===== config.mk =====
export PLATFORM = sky130hd
export DESIGN_NAME = div32x16_seq
export DESIGN_NICKNAME = d
export VERILOG_FILES = /design/src/rtl/div32x16_seq.sv
export SDC_FILE = /design/constraint.sdc
export NUM_CORES = 1
export LEC_CHECK = 0
export ABC_AREA = 1
export CORE_ASPECT_RATIO = 1.2
export CORE_UTILIZATION = 60
export DETAILED_ROUTE_END_ITERATION = 8
export PLACE_DENSITY = 0.86
export REMOVE_ABC_BUFFERS = 1
export SYNTH_ARGS = -nofsm -noshare
export SYNTH_HDL_FRONTEND = slang
export SYNTH_SLANG_ARGS = --single-unit
export TNS_END_PERCENT = 10

===== constraint.sdc =====
create_clock -name clk -period 6.3 [get_ports clk]
set_clock_uncertainty 0.2 [all_clocks]
set_input_delay 1.575 -clock clk [delete_from_list [all_inputs] [get_ports clk]]
set_output_delay 1.575 -clock clk [all_outputs]
set_load 0.005 [all_outputs]

===== src/rtl/div32x16_seq.sv =====
// -----------------------------------------------------------------------------
// div32x16_seq
// Sequential unsigned 32-by-16 restoring divider. It produces one quotient bit
// per clock and uses valid/ready handshakes on both input and output.
// Operands with dividend < 256 take a shortened 8-iteration path. A zero
// divisor and a quotient too wide for 16 bits are both resolved on the accept
// edge and flagged.
//
// Ports:
//   clk          clock, all state updates on the rising edge
//   rst          asynchronous reset, active-high
//   in_valid     operands valid
//   in_ready     block can accept operands (high only in IDLE)
//   dividend     32-bit unsigned dividend
//   divisor      16-bit unsigned divisor
//   out_valid    result valid (high only in DONE)
//   out_ready    consumer accepts result
//   quotient     16-bit unsigned quotient
//   remainder    16-bit unsigned remainder
//   div_by_zero  divisor was zero
//   overflow     true quotient does not fit in 16 bits
// -----------------------------------------------------------------------------
module div32x16_seq (
    input  logic        clk,
    input  logic        rst,
    input  logic        in_valid,
    output logic        in_ready,
    input  logic [31:0] dividend,
    input  logic [15:0] divisor,
    output logic        out_valid,
    input  logic        out_ready,
    output logic [15:0] quotient,
    output logic [15:0] remainder,
    output logic        div_by_zero,
    output logic        overflow
);

    typedef enum logic [1:0] {
        IDLE = 2'd0,
        CALC = 2'd1,
        DONE = 2'd2
    } state_t;

    state_t      state_q,     state_d;
    logic [4:0]  cnt_q,       cnt_d;
    // Partial remainder. It always stays below the divisor, so 16 bits hold it;
    // the 17th bit only exists transiently in the shifted trial value.
    logic [15:0] rem_q,       rem_d;
    // Dividend bits still to be consumed, MSB first.
    logic [15:0] src_q,       src_d;
    logic [15:0] divisor_q,   divisor_d;
    logic [15:0] quo_q,       quo_d;
    logic [15:0] quotient_q,  quotient_d;
    logic [15:0] remainder_q, remainder_d;
    logic        dbz_q,       dbz_d;
    logic        ovf_q,       ovf_d;

    logic [16:0] trial_s;
    logic [15:0] diff_s;
    logic        qbit_s;

    // State and datapath registers.
    always_ff @(posedge clk or posedge rst) begin
        if (rst) begin
            state_q     <= IDLE;
            cnt_q       <= 5'd0;
            rem_q       <= 16'h0000;
            src_q       <= 16'h0000;
            divisor_q   <= 16'h0000;
            quo_q       <= 16'h0000;
            quotient_q  <= 16'h0000;
            remainder_q <= 16'h0000;
            dbz_q       <= 1'b0;
            ovf_q       <= 1'b0;
        end else begin
            state_q     <= state_d;
            cnt_q       <= cnt_d;
            rem_q       <= rem_d;
            src_q       <= src_d;
            divisor_q   <= divisor_d;
            quo_q       <= quo_d;
            quotient_q  <= quotient_d;
            remainder_q <= remainder_d;
            dbz_q       <= dbz_d;
            ovf_q       <= ovf_d;
        end
    end

    // Next-state, restoring-division step and result capture.
    always_comb begin
        state_d     = state_q;
        cnt_d       = cnt_q;
        rem_d       = rem_q;
        src_d       = src_q;
        divisor_d   = divisor_q;
        quo_d       = quo_q;
        quotient_d  = quotient_q;
        remainder_d = remainder_q;
        dbz_d       = dbz_q;
        ovf_d       = ovf_q;

        trial_s = {rem_q, src_q[15]};
        qbit_s  = (trial_s >= {1'b0, divisor_q});
        // When the subtraction is taken the true difference is below the
        // divisor, so the low 16 bits of a modulo-2^16 subtract are exact.
        diff_s  = trial_s[15:0] - divisor_q;

        case (state_q)
            IDLE: begin
                if (in_valid) begin
                    divisor_d = divisor;
                    if (divisor == 16'h0000) begin
                        state_d     = DONE;
                        quotient_d  = 16'hFFFF;
                        remainder_d = dividend[15:0];
                        dbz_d       = 1'b1;
                        ovf_d       = 1'b0;
                    end else if (dividend[31:16] >= divisor) begin
                        state_d     = DONE;
                        quotient_d  = 16'hFFFF;
                        remainder_d = dividend[15:0];
                        dbz_d       = 1'b0;
                        ovf_d       = 1'b1;
                    end else if (dividend[31:8] == 24'h000000) begin
                        // Left-justify the byte so the shift stays MSB first;
                        // quotient bits [15:8] remain 0 after 8 shifts.
                        state_d = CALC;
                        rem_d   = 16'h0000;
                        src_d   = {dividend[7:0], 8'h00};
                        cnt_d   = 5'd8;
                        quo_d   = 16'h0000;
                    end else begin
                        state_d = CALC;
                        rem_d   = dividend[31:16];
                        src_d   = dividend[15:0];
                        cnt_d   = 5'd16;
                        quo_d   = 16'h0000;
                    end
                end else begin
                    state_d = IDLE;
                end
            end
            CALC: begin
                if (qbit_s) begin
                    rem_d = diff_s;
                end else begin
                    rem_d = trial_s[15:0];
                end
                src_d = {src_q[14:0], 1'b0};
                quo_d = {quo_q[14:0], qbit_s};
                cnt_d = cnt_q - 5'd1;
                if (cnt_q == 5'd1) begin
                    state_d     = DONE;
                    quotient_d  = {quo_q[14:0], qbit_s};
                    remainder_d = rem_d;
                    dbz_d       = 1'b0;
                    ovf_d       = 1'b0;
                end else begin
                    state_d = CALC;
                end
            end
            DONE: begin
                if (out_ready) begin
                    state_d = IDLE;
                end else begin
                    state_d = DONE;
                end
            end
            default: begin
                state_d = IDLE;
            end
        endcase
    end

    assign in_ready    = (state_q == IDLE);
    assign out_valid   = (state_q == DONE);
    assign quotient    = quotient_q;
    assign remainder   = remainder_q;
    assign div_by_zero = dbz_q;
    assign overflow    = ovf_q;

endmodule

==> flow_summary.yaml, run 1 <==
floorplan:
  dieWidth_um: 97.4
  die_h_um: 116
  std_cell_rows: 41
  dieArea_um2: 11300
  pin_count: 88
  fp.coreArea_um2: 10600
  start_util_pct: 62.0
critical_path:
  worstPathMaxFanout: 37
  cpMaxStageDelayCell: "clkdlybuf4s50_1"
  crit_buf_inv: 3
  startpoint_type: "primary input"
  criticalPathCategory: "in -> reg"
  cpPeakStageDelay_ns: 0.47
  cp.required_ns: 6.33
  cp.arrival_ns: 4.47
  crit_path_frequent_cell: "nor2_1"
  crit_family: "simple AND/OR/NAND/NOR gates"
  cp_cell_sequence: "clkdlybuf4s50_1 -> inv_1 -> ha_1 -> a21o_1 -> nor2_1 -> nand2_1 -> nor2_2 -> nand3_2 -> nand2_2 -> buf_4 -> o21ai_0 -> nor2_1 -> nor2_1"
  end_kind: "register"
sta:
  final.setup.worst_slack_ns: 1.86
  hold_violations: 0
  slew_viol_final: 0
  rsz0062_at_grt: "false"
  slew_headroom_pct: 35.1
  fmax_mhz: 225
  worst_slew_pin_slew_ns: 0.971
  period_share_pct: 70.5
  setup_tns_ns: 0
  min_period_ns: 4.44
  setup_viol: 0
  fin_hold_ws_ns: 0.285
routing:
  routed_via_density: 5.41
  wl_um: 16200
  drcViolationCount: 0
  vias: 6064
  detail-route-antenna-nets: 0
  firstDrtPassIters: 5
  drt_iter0_markers: 465
  wire_per_inst_um: 14.4
min_path:
  hp-class: "reg -> reg"
clocking:
  hold_buffers: 0
  cts_made_buffers: 9
  cts.path.max_buffers: 2
  cts_resized: 0
  tritoncts: "yes"
  clkLatencyLatePin_ns: 0.34
  cts_setup_buffers: 0
  numClockSinks: 104
  htreeDepth: 3
  clockRootBuffer: "clkbuf_16"
  clk_pin_slew_ns: 0.07
yosys:
  yosysWarnings: 0
  synth-seq-area-share_pct: 39.7
  synth_area_per_cell_um2: 7.14
  yosys.cell_types.count: 37
  synthesis.area_um2: 6550
  ys_ff_latch: 104
  netlist_instances: 917
grt:
  grt_overflow_total: 0
  track_usage_pct: 29.1
  grt_pass1_wl_um: 26400
  grt_antenna_before_repair: 0
  first_global_vias: 5645
  grt_start_max_net_pins: 71
layout:
  nets: 1074
  final_util_pct: 73.5
  n_antenna_cell: 0
  area_delta_synth_final_pct: 18.6
  nFillCells: 820
  final_cell_mix: "nand2_1, nor2_1, inv_1, dfrtp_1, clkdlybuf4s50_1"
  final_common_cell: "nand2_1"
  layout-drive-gt1-share_pct: 6.96
pwr:
  clkPwrFrac_pct: 13.3
  power_density_nw_per_um2: 576
  ir_drop_v: 0.000308
  seqPwrFrac_pct: 27.0
  p_sw_w: 0.00214
  pwr-share-comb_pct: 59.7
  p_int_w: 0.00234
  switching_share_pct: 47.7
  leakage_nw: 3.93
flow_run:
  maxCapViolations: 0
status:
  outcome: "finished clean"
placed_design:
  dp_hpwl_um: 11900
  io_buffers: 87
  place.gp.congestion: 0.922
  preCtsSetupSlack_ns: 1.65
cell usage after synthesis:
library cell / count / area [um^2]
nor3_1: 2 / 10.0
inv_1: 119 / 447
a21oi_1: 19 / 95.1
o21ai_1: 1 / 5.00
buf_2: 17 / 85.1
nor2_4: 4 / 45.0
buf_4: 2 / 15.0
nand3_2: 11 / 110
nand3_4: 1 / 17.5
nor2_1: 159 / 597
nand3_1: 31 / 155
ha_1: 34 / 425
buf_12: 1 / 20.0
buf_1: 3 / 11.3
o22ai_1: 13 / 81.3
nor2_2: 2 / 12.5
inv_2: 10 / 37.5
nand2_2: 16 / 100
clkbuf_1: 9 / 33.8
nand2_1: 242 / 908
or2_2: 2 / 12.5
o21a_1: 3 / 22.5
xor2_1: 6 / 52.6
a21o_1: 1 / 7.51
a31oi_1: 5 / 31.3
o221ai_1: 2 / 17.5
nor2_8: 1 / 20.0
fa_1: 1 / 20.0
nand4_1: 26 / 163
and2_1: 4 / 25.0
or2_1: 1 / 6.26
o211ai_1: 2 / 15.0
o21ai_0: 59 / 295
xnor2_1: 2 / 17.5
nand2_8: 1 / 20.0
dfrtp_1: 104 / 2600
o311ai_0: 1 / 8.76
stage by stage:
step | power (W) | cells | cell area, um^2
2_1_floorplan | 0.00302 | 885 | 6380
3_3_place_gp | 0.00376 | 1105 | 7450
3_5_place_dp | 0.00384 | 1105 | 7450
4_1_cts | 0.00447 | 1121 | 7770
5_1_grt | 0.00488 | 1121 | 7770
6_report | 0.00448 | 1121 | 7770
metal layers:
layer	vias up	part of all wire [%]	GRT usage, %
li1	3028	-	-
met1	2851	42	35.8
met2	161	52	53.9
met3	24	4.4	3.59
met4	0	1.7	8.63
met5	-	0	0
path summary, 6_finish.rpt:
path | from | to | slack [ns] | depth (start not counted)
max | divisor[15] | rem_q[0] | 1.86 | 13
min | divisor_q[4] | divisor_q[4] | 0.28 | 2
max reg2reg | state_q[1] | remainder[9] | 3.20 | 11
min reg2reg | divisor_q[4] | divisor_q[4] | 0.28 | 2
max in group asynchronous | rst | remainder[14] | 3.37 | 3
min in group asynchronous | rst | src_q[5] | 1.57 | 2
logic make-up after synthesis:
group	synth area share [%]
AND/OR/NAND/NOR	33.6
buffers and inverters	9.92
AO/OA/AOI/OAI	8.85
flip-flops	39.7
adder cells (fa/ha/maj)	6.80
XOR/XNOR	1.07
worst min-delay path, delay by kind of cell (launching register included):
kind,cells,cell delay (ns)
simple gates,1,0.05
compound gates,1,0.06
flops,1,0.35
power by group through the flow:
stage / Combinational [W] / Sequential, W / Clock [W]
after global routing: 0.00301 / 0.00124 / 0.000629
after global placement: 0.00257 / 0.00120 / 0
final: 0.00268 / 0.00121 / 0.000596
after CTS: 0.00266 / 0.00120 / 0.000599
after floorplan: 0.00186 / 0.00116 / 0
after detailed placement: 0.00263 / 0.00121 / 0
layout make-up:
| cell class | instances | area (um^2) | share of cell area (%) |
|---|---|---|---|
| timing repair buffer | 91 | 901 | 11.6 |
| multi-input combinational | 652 | 3300 | 42.5 |
| clock buffer | 10 | 229 | 2.95 |
| clock inverter | 6 | 90.1 | 1.16 |
| tap | 129 | 161 | 2.08 |
| inverter | 129 | 487 | 6.26 |
| sequential | 104 | 2600 | 33.5 |
state kept, by name, indices dropped and copies added (netlist names):
name	cells
remainder	16
divisor_q	16
overflow	1
rem_q	16
src_q	16
div_by_zero	1
quo_q	15
cnt_q	5
state_q	2
quotient	16
(Power assumes the default switching activity.)
==> inputs of run 2 (changes only) <==
--- a/config.mk
+++ b/config.mk
@@ -7,9 +7,9 @@
 export LEC_CHECK = 0
 export ABC_AREA = 1
 export CORE_ASPECT_RATIO = 1.2
-export CORE_UTILIZATION = 60
+export CORE_UTILIZATION = 56
 export DETAILED_ROUTE_END_ITERATION = 8
-export PLACE_DENSITY = 0.86
+export PLACE_DENSITY = 0.81
 export REMOVE_ABC_BUFFERS = 1
 export SYNTH_ARGS = -nofsm -noshare
 export SYNTH_HDL_FRONTEND = slang
==> constraint.sdc (replaced) <==
create_clock -name clk -period 4.6 [get_ports clk]
set_clock_uncertainty 0.2 [all_clocks]
set_input_delay 1.15 -clock clk [delete_from_list [all_inputs] [get_ports clk]]
set_output_delay 1.15 -clock clk [all_outputs]
set_load 0.005 [all_outputs]
==> flow_summary.yaml, run 2 (same netlist as run 1, synthesis figures left out) <==
status:
  outcome: "finished clean"
routing:
  wl_met1_um: 6790
  wl_met2_um: 8020
  detail-route-antenna-nets: 0
  met3_wirelength_um: 578
  drcViolationCount: 0
  wire_per_inst_um: 13.9
  routed_via_density: 5.20
  firstDrtPassIters: 5
  wl_um: 16000
  drt_iter0_markers: 315
  top_layer: "met4"
  vias: 5980
floorplan:
  dieArea_um2: 12100
  pin_count: 88
  die_h_um: 120
  start_util_pct: 58.5
  fp.coreArea_um2: 11200
  std_cell_rows: 42
  dieWidth_um: 101
placed_design:
  place.gp.congestion: 0.919
  dp_cells: 1134
  io_buffers: 87
  dp_hpwl_um: 12200
  preCtsSetupSlack_ns: 0.772
clocking:
  tritoncts: "yes"
  cts_resized: 0
  cts.path.max_buffers: 2
  numClockSinks: 104
  clkLatencyLatePin_ns: 0.35
  hold_buffers: 0
  cts_made_buffers: 9
  clockRootBuffer: "clkbuf_16"
  clk_pin_slew_ns: 0.07
  cts_setup_buffers: 0
  htreeDepth: 3
critical_path:
  cpMaxStageDelayCell: "clkdlybuf4s50_1"
  crit_path_start: "divisor[15]"
  worstPathMaxFanout: 35
  r2r_end: "remainder[9]"
  cpPeakStageDelay_ns: 0.48
  cp.required_ns: 4.64
  crit_path_frequent_cell: "nor2_1"
  reg2reg_from: "rem_q[13]"
  cp.arrival_ns: 3.59
  r2r_setup_slack_ns: 2.06
  cp_cell_sequence: "clkdlybuf4s50_1 -> inv_1 -> ha_1 -> a21o_1 -> nor2_1 -> nand2_1 -> nor2_2 -> nand3_2 -> nand2_2 -> buf_12 -> o21ai_0 -> nor2_1 -> nor2_1"
  rr_worst_depth: 11
  criticalPathCategory: "in -> reg"
  startpoint_type: "primary input"
  end_kind: "register"
layout:
  layout-drive-gt1-share_pct: 7.43
  nFillCells: 944
  regArea_um2: 2600
  stdcell_count: 1150
  nets: 1078
  n_antenna_cell: 0
  area_delta_synth_final_pct: 19.7
  multiInputGateArea_um2: 3300
  final_util_pct: 70.0
  final_cell_mix: "nand2_1, nor2_1, inv_1, dfrtp_1, clkdlybuf4s50_1"
  final_common_cell: "nand2_1"
sta:
  final.setup.worst_slack_ns: 1.05
  period_share_pct: 77.2
  worst_slew_pin_slew_ns: 0.779
  rsz0062_at_grt: "false"
  setup_viol: 0
  fmax_mhz: 282
  min_period_ns: 3.55
  slew_viol_final: 0
  setup_tns_ns: 0
  hold_violations: 0
  slew_headroom_pct: 48.1
grt:
  grt_overflow_total: 0
  grt_antenna_before_repair: 0
  track_usage_pct: 28.6
  grt_start_max_net_pins: 65
  first_global_vias: 5881
  grt_pass1_wl_um: 26900
min_path:
  hold_start: "src_q[3]"
  whs_path_depth: 2
  whs_endpoint: "src_q[3]"
  hp-class: "reg -> reg"
flow_run:
  maxCapViolations: 0
pwr:
  leakage_nw: 3.94
  finalPower_w: 0.00603
  ir_drop_v: 0.000399
  power_density_nw_per_um2: 770
-- run 2: cell types whose count changed in the layout (fill, tap and decap cells not counted), sizes merged --
cell      previous run  this run
clkinv               3         4
clkbuf              10         9
clkinvlp             0         1
inv                130       131
bufinv               2         0
buf                  4         8
-- run 2: report_power, final --
group	internal, W	leakage, nW	switching (W)
Sequential	0.00136	1.26	0.000279
Clock	0.000383	0.143	0.000364
Combinational	0.00140	2.54	0.00225
Total	0.00314	3.94	0.00289
-- run 2: area by class of cell --
| cell class | instances | share of cell area [%] |
|---|---|---|
| tap | 154 | 2.46 |
| sequential | 104 | 33.2 |
| inverter | 129 | 6.21 |
| timing repair buffer | 95 | 12.2 |
| clock buffer | 9 | 2.87 |
| clock inverter | 7 | 0.958 |
| multi-input combinational | 652 | 42.1 |
-- run 2: worst max path at each step --
stage	end	cells after the start	slack, ns
final	rem_q[9]	13	1.05
after global routing	rem_q[9]	13	0.91
after CTS	rem_q[9]	13	1.10
after detailed placement	quo_q[7]	12	0.77
after global placement	rem_q[14]	13	0.87
after floorplan	cnt_q[0]	1	0.52
-- run 2: routing by layer --
layer	vias to the layer above	GRT usage [%]
met5	-	0
met4	0	12.3
met3	38	3.87
met2	122	50.1
met1	2778	35.0
li1	3042	-
-- run 2: stage by stage --
stage | hold WS [ns] | area (um^2)
2_1_floorplan | 0.242 | 6380
3_3_place_gp | 0.257 | 7540
3_5_place_dp | 0.269 | 7540
4_1_cts | 0.287 | 7840
5_1_grt | 0.314 | 7840
6_report | 0.285 | 7840
-- run 2: critical path, delay by kind of cell --
kind,cells,cell delay (ns)
adder cells (fa/ha/maj),1,0.31
AND/OR/NAND/NOR,7,1.05
AO/OA/AOI/OAI,2,0.29
buffers and inverters,3,0.78
==> inputs of run 3 (changes only) <==
==> constraint.sdc (replaced) <==
create_clock -name clk -period 3.7 [get_ports clk]
set_clock_uncertainty 0.2 [all_clocks]
set_input_delay 0.925 -clock clk [delete_from_list [all_inputs] [get_ports clk]]
set_output_delay 0.925 -clock clk [all_outputs]
set_load 0.005 [all_outputs]
==> flow_summary.yaml, run 3 (same netlist as run 1, synthesis figures left out) <==
pwr:
  clkPwrFrac_pct: 13.1
  finalPower_w: 0.00764
  leakage_nw: 3.98
  ir_drop_v: 0.000439
  p_sw_w: 0.00363
  p_int_w: 0.00402
  pwr-share-comb_pct: 60.3
  switching_share_pct: 47.5
  power_density_nw_per_um2: 968
  seqPwrFrac_pct: 26.6
layout:
  n_antenna_cell: 0
  stdcell_count: 1154
  nets: 1082
  final_cell_mix: "nand2_1, nor2_1, inv_1, dfrtp_1, clkdlybuf4s50_1"
  final_util_pct: 70.5
  final_common_cell: "nand2_1"
  nFillCells: 914
  layout-drive-gt1-share_pct: 7.80
  area_delta_synth_final_pct: 20.5
routing:
  routed_via_density: 5.25
  wl_um: 16200
  vias: 6058
  firstDrtPassIters: 5
  drt_iter0_markers: 282
  detail-route-antenna-nets: 0
  drcViolationCount: 0
  wire_per_inst_um: 14.0
sta:
  fin_hold_ws_ns: 0.287
  worst_slew_pin_slew_ns: 0.757
  slew_headroom_pct: 49.2
  setup_viol: 0
  period_share_pct: 84.3
  fmax_mhz: 321
  min_period_ns: 3.12
  final.setup.worst_slack_ns: 0.581
  rsz0062_at_grt: "false"
  slew_viol_final: 0
  hold_violations: 0
flow_run:
  maxCapViolations: 0
critical_path:
  crit_buf_inv: 3
  startpoint_type: "primary input"
  cpMaxStageDelayCell: "clkdlybuf4s50_1"
  crit_path_frequent_cell: "nor2_1"
  cp.required_ns: 3.74
  end_kind: "register"
  cp.arrival_ns: 3.16
  criticalPathCategory: "in -> reg"
  cpPeakStageDelay_ns: 0.48
  cp_cell_sequence: "clkdlybuf4s50_1 -> inv_1 -> ha_1 -> a21o_1 -> nor2_1 -> nand2_1 -> nor2_2 -> nand3_2 -> nand2_2 -> buf_12 -> o21ai_0 -> nor2_1 -> nor2_1"
  crit_family: "simple AND/OR/NAND/NOR gates"
  worstPathMaxFanout: 30
clocking:
  hold_buffers: 0
  cts_resized: 0
  clockRootBuffer: "clkbuf_16"
  cts_made_buffers: 9
  cts_setup_buffers: 0
  cts.path.max_buffers: 2
  tritoncts: "yes"
  clk_pin_slew_ns: 0.07
  clkLatencyLatePin_ns: 0.35
  htreeDepth: 3
  numClockSinks: 104
grt:
  grt_start_max_net_pins: 56
  grt_pass1_wl_um: 27300
  grt_overflow_total: 0
  track_usage_pct: 28.9
  first_global_vias: 5828
  grt_antenna_before_repair: 0
placed_design:
  preCtsSetupSlack_ns: 0.255
  place.gp.congestion: 0.921
  io_buffers: 87
  dp_hpwl_um: 12400
  dp_cells: 1138
floorplan:
  pin_count: 88
  dieArea_um2: 12100
  start_util_pct: 58.5
  fp.coreArea_um2: 11200
  die_h_um: 120
  dieWidth_um: 101
  std_cell_rows: 42
status:
  outcome: "finished clean"
min_path:
  hp-class: "reg -> reg"
==> run 3: changes by cell type in the layout (fill, tap and decap cells not counted), moves of 2 or more <==
cell | before | now
buf_4 | 6 | 9
clkinv_8 | 2 | 0
inv_6 | 3 | 0
inv_8 | 0 | 2
==> run 3: power groups by stage <==
stage	combinational (W)	clock, W	sequential (W)
2_1_floorplan	0.00316	0	0.00198
3_3_place_gp	0.00449	0	0.00204
3_5_place_dp	0.00458	0	0.00204
4_1_cts	0.00461	0.00102	0.00203
5_1_grt	0.00522	0.00106	0.00209
6_report	0.00461	0.00100	0.00203
==> run 3: path summary, 6_finish.rpt <==
path / start / endpoint / slack [ns] / depth (start not counted)
hold reg to reg: src_q[0] / src_q[0] / 0.29 / 2
max in group asynchronous: rst / rem_q[14] / 1.80 / 3
setup reg to reg: rem_q[13] / remainder[4] / 1.25 / 11
min in group asynchronous: rst / src_q[2] / 0.79 / 2
setup / recovery: divisor[15] / rem_q[14] / 0.58 / 13
hold / removal: src_q[0] / src_q[0] / 0.29 / 2
==> run 3: tightest hold or removal path, stage by stage, from the launching register on <==
cell and delay (ns):
dfrtp_1 0.35, nand2_1 0.05, nand2_1 0.05
==> run 3: per-layer routing <==
metal | share of wire [%] | wire [um] | track usage [%] | up-vias
met2 | 49 | 7950 | 48.5 | 146
met1 | 43 | 6900 | 37.4 | 2828
met5 | 0 | 0 | 0 | -
met3 | 4.3 | 694 | 3.41 | 37
li1 | - | - | - | 3047
met4 | 3.8 | 612 | 13.3 | 0
==> run 3: metrics by stage <==
step | TNS (ns) | instance area, um^2
2_1_floorplan | -20.51 | 6380
4_1_cts | 0 | 7890
3_3_place_gp | 0 | 7580
5_1_grt | 0 | 7890
6_report | 0 | 7890
3_5_place_dp | 0 | 7580
==> run 3: area by class of cell <==
type	count	area, um^2	share of cell area, %
flip-flops and latches	104	2600	33.0
clock buffers	10	239	3.03
clock inverters	6	75.1	0.951
repair buffers	99	998	12.6
multi-input cells	652	3300	41.8
well taps	154	193	2.44
inverters	129	487	6.17
==> variant, RTL diff (config.mk and constraints of run 2) <==
Add an input register stage for `dividend`, cleared by the reset; this delays it by one clock. The other inputs are not delayed to match.
--- a/src/rtl/div32x16_seq.sv
+++ b/src/rtl/div32x16_seq.sv
@@ -41,4 +41,14 @@
         DONE = 2'd2
     } state_t;
+
+    logic [31:0] dividend_q;
+
+    always_ff @(posedge clk or posedge rst) begin
+        if (rst) begin
+            dividend_q <= '0;
+        end else begin
+            dividend_q <= dividend;
+        end
+    end
 
     state_t      state_q,     state_d;
@@ -113,25 +123,25 @@
                         state_d     = DONE;
                         quotient_d  = 16'hFFFF;
-                        remainder_d = dividend[15:0];
+                        remainder_d = dividend_q[15:0];
                         dbz_d       = 1'b1;
                         ovf_d       = 1'b0;
-                    end else if (dividend[31:16] >= divisor) begin
+                    end else if (dividend_q[31:16] >= divisor) begin
                         state_d     = DONE;
                         quotient_d  = 16'hFFFF;
-                        remainder_d = dividend[15:0];
+                        remainder_d = dividend_q[15:0];
                         dbz_d       = 1'b0;
                         ovf_d       = 1'b1;
-                    end else if (dividend[31:8] == 24'h000000) begin
+                    end else if (dividend_q[31:8] == 24'h000000) begin
                         // Left-justify the byte so the shift stays MSB first;
                         // quotient bits [15:8] remain 0 after 8 shifts.
                         state_d = CALC;
                         rem_d   = 16'h0000;
-                        src_d   = {dividend[7:0], 8'h00};
+                        src_d   = {dividend_q[7:0], 8'h00};
                         cnt_d   = 5'd8;
                         quo_d   = 16'h0000;
                     end else begin
                         state_d = CALC;
-                        rem_d   = dividend[31:16];
-                        src_d   = dividend[15:0];
+                        rem_d   = dividend_q[31:16];
+                        src_d   = dividend_q[15:0];
                         cnt_d   = 5'd16;
                         quo_d   = 16'h0000;
Formal check against the unedited RTL: not equivalent (Yosys sat finds a counterexample within 4 cycles, from zero or initial values and one cycle with rst high).
==> variant against run 2 <==
Area after synthesis up 17%. Sequential share of layout area up 3.7 points. Count of clock-buffer cells in the layout up 9. Synthesized cell count up 9.2%. Hold slack better by 0.00092 ns. Setup slack worse by 0.21 ns. Largest cell class unchanged. Power up 22%. Wire length up 25%. Cell area up 18%. First-iteration DRC count up 72%. Sequential cell count up 32.
==> variant: results (changes against run 2) <==
<table>
<tr><th>Metric</th><th>Value</th></tr>
<tr><th colspan="2">Status</th></tr>
<tr><td>Result of the run</td><td>finished clean</td></tr>
<tr><th colspan="2">Synth</th></tr>
<tr><td>Parity-gate share of the synthesized area counting xor and xnor cells</td><td>0.7978% (-0.27 points)</td></tr>
<tr><td>Fraction of the yosys area taken by sequential cells</td><td>44.29% (+4.5 points)</td></tr>
<tr><td>Share of the synthesized area in the top cell type</td><td>44.29% (+4.5 points)</td></tr>
<tr><td>Portion of netlist area occupied by mux cells</td><td>0.1465% (+0.15 points)</td></tr>
<tr><th colspan="2">GRT</th></tr>
<tr><td>Met3 GRT Util</td><td>6.593% (+2.7 points)</td></tr>
<tr><td>GRT Resource Usage Total</td><td>30.21% (+1.6 points)</td></tr>
<tr><td>Antenna violations before repair</td><td>1 (+1)</td></tr>
<tr><th colspan="2">Clock network</th></tr>
<tr><td>Total number of H-tree levels</td><td>4 (+1)</td></tr>
<tr><th colspan="2">Layout</th></tr>
<tr><td>Relative area of clock buffers and inverters in the final design</td><td>6.477% (+2.6 points)</td></tr>
<tr><td>Synthesis-to-finish area growth</td><td>20.16%</td></tr>
<tr><td>Non-clock inverters</td><td>166 (+29%)</td></tr>
<tr><td>Total Nets Final</td><td>1165 (+8.1%)</td></tr>
<tr><td>Non-clock buffer area fraction after layout</td><td>10.38% (-1.8 points)</td></tr>
<tr><td>Share of final-layout standard cells stronger than drive strength 1</td><td>7.974% (+0.54 points)</td></tr>
<tr><td>Area of the multi-input gates</td><td>3436 um^2 (+4.1%)</td></tr>
<tr><th colspan="2">Setup path</th></tr>
<tr><td>Startpoint of the lowest-slack register-to-register path</td><td>state_q[1]</td></tr>
<tr><td>Critical path fanouts, max</td><td>27 (-23%)</td></tr>
<tr><td>Path depth of the worst reg2reg path</td><td>7 (-4)</td></tr>
<tr><td>Timing startpoint of the critical path</td><td>divisor[11]</td></tr>
<tr><th colspan="2">STA</th></tr>
<tr><td>Final period demand of the worst path</td><td>3.755 ns (+0.2060 ns)</td></tr>
<tr><td>Hold slack</td><td>0.2857 ns (+0.0009170 ns)</td></tr>
<tr><th colspan="2">Placed design</th></tr>
<tr><td>Standard cell area after detailed placement</td><td>8636 um^2 (+15%)</td></tr>
<tr><td>Dpl ws</td><td>0.4921 ns (-0.2795 ns)</td></tr>
<tr><td>HPWL Detailed</td><td>14.16 mm (+16%)</td></tr>
<tr><td>Global placement routability congestion</td><td>0.9272 (+0.89%)</td></tr>
<tr><th colspan="2">Min path</th></tr>
<tr><td>Source of the worst hold timing path</td><td>quo_q[10]</td></tr>
<tr><td>Worst Hold Endpoint</td><td>quo_q[10]</td></tr>
<tr><th colspan="2">Route</th></tr>
<tr><td>Metal2 WL</td><td>9.919 mm (+24%)</td></tr>
<tr><td>Max layer used</td><td>met5</td></tr>
<tr><td>Routed wl met3</td><td>1.262 mm (+120%)</td></tr>
<tr><th colspan="2">Power and ir drop</th></tr>
<tr><td>Power density over cell area</td><td>797.7 nW/um^2 (+3.6%)</td></tr>
</table>
[variant: changes by cell type in the layout (fill, tap and decap cells not counted), moves of 8 or more]
cell       delta
a21oi_1      +19
a22oi_1      +21
clkbuf_16     +8
dfrtp_1      +32
inv_1        +39
nand2_1      +10
nand2_2       -8
nand3_1      +26
nand4_1      +10
nor2_1       -40
o21ai_0      -24
o21ai_1      +12
o22ai_1      -13
[variant: through the flow]
step	utilization, %	setup TNS (ns)	power, uW	instances
global placement	64.95	0	5812	1227
global route	69.45	0	7969	1259
finish	69.45	0	7366	1259
detailed placement	64.95	0	5910	1227
floorplan	-	-98.53	4665	962
CTS	69.45	0	7330	1259
[variant: power by group through the flow]
stage | Clock [uW] | Combinational [uW] | Sequential (uW)
2_1_floorplan | 0 | 2780 | 1890
3_3_place_gp | 0 | 3860 | 1950
3_5_place_dp | 0 | 3960 | 1950
4_1_cts | 1380 | 4000 | 1950
5_1_grt | 1430 | 4530 | 2000
6_report | 1380 | 4030 | 1960
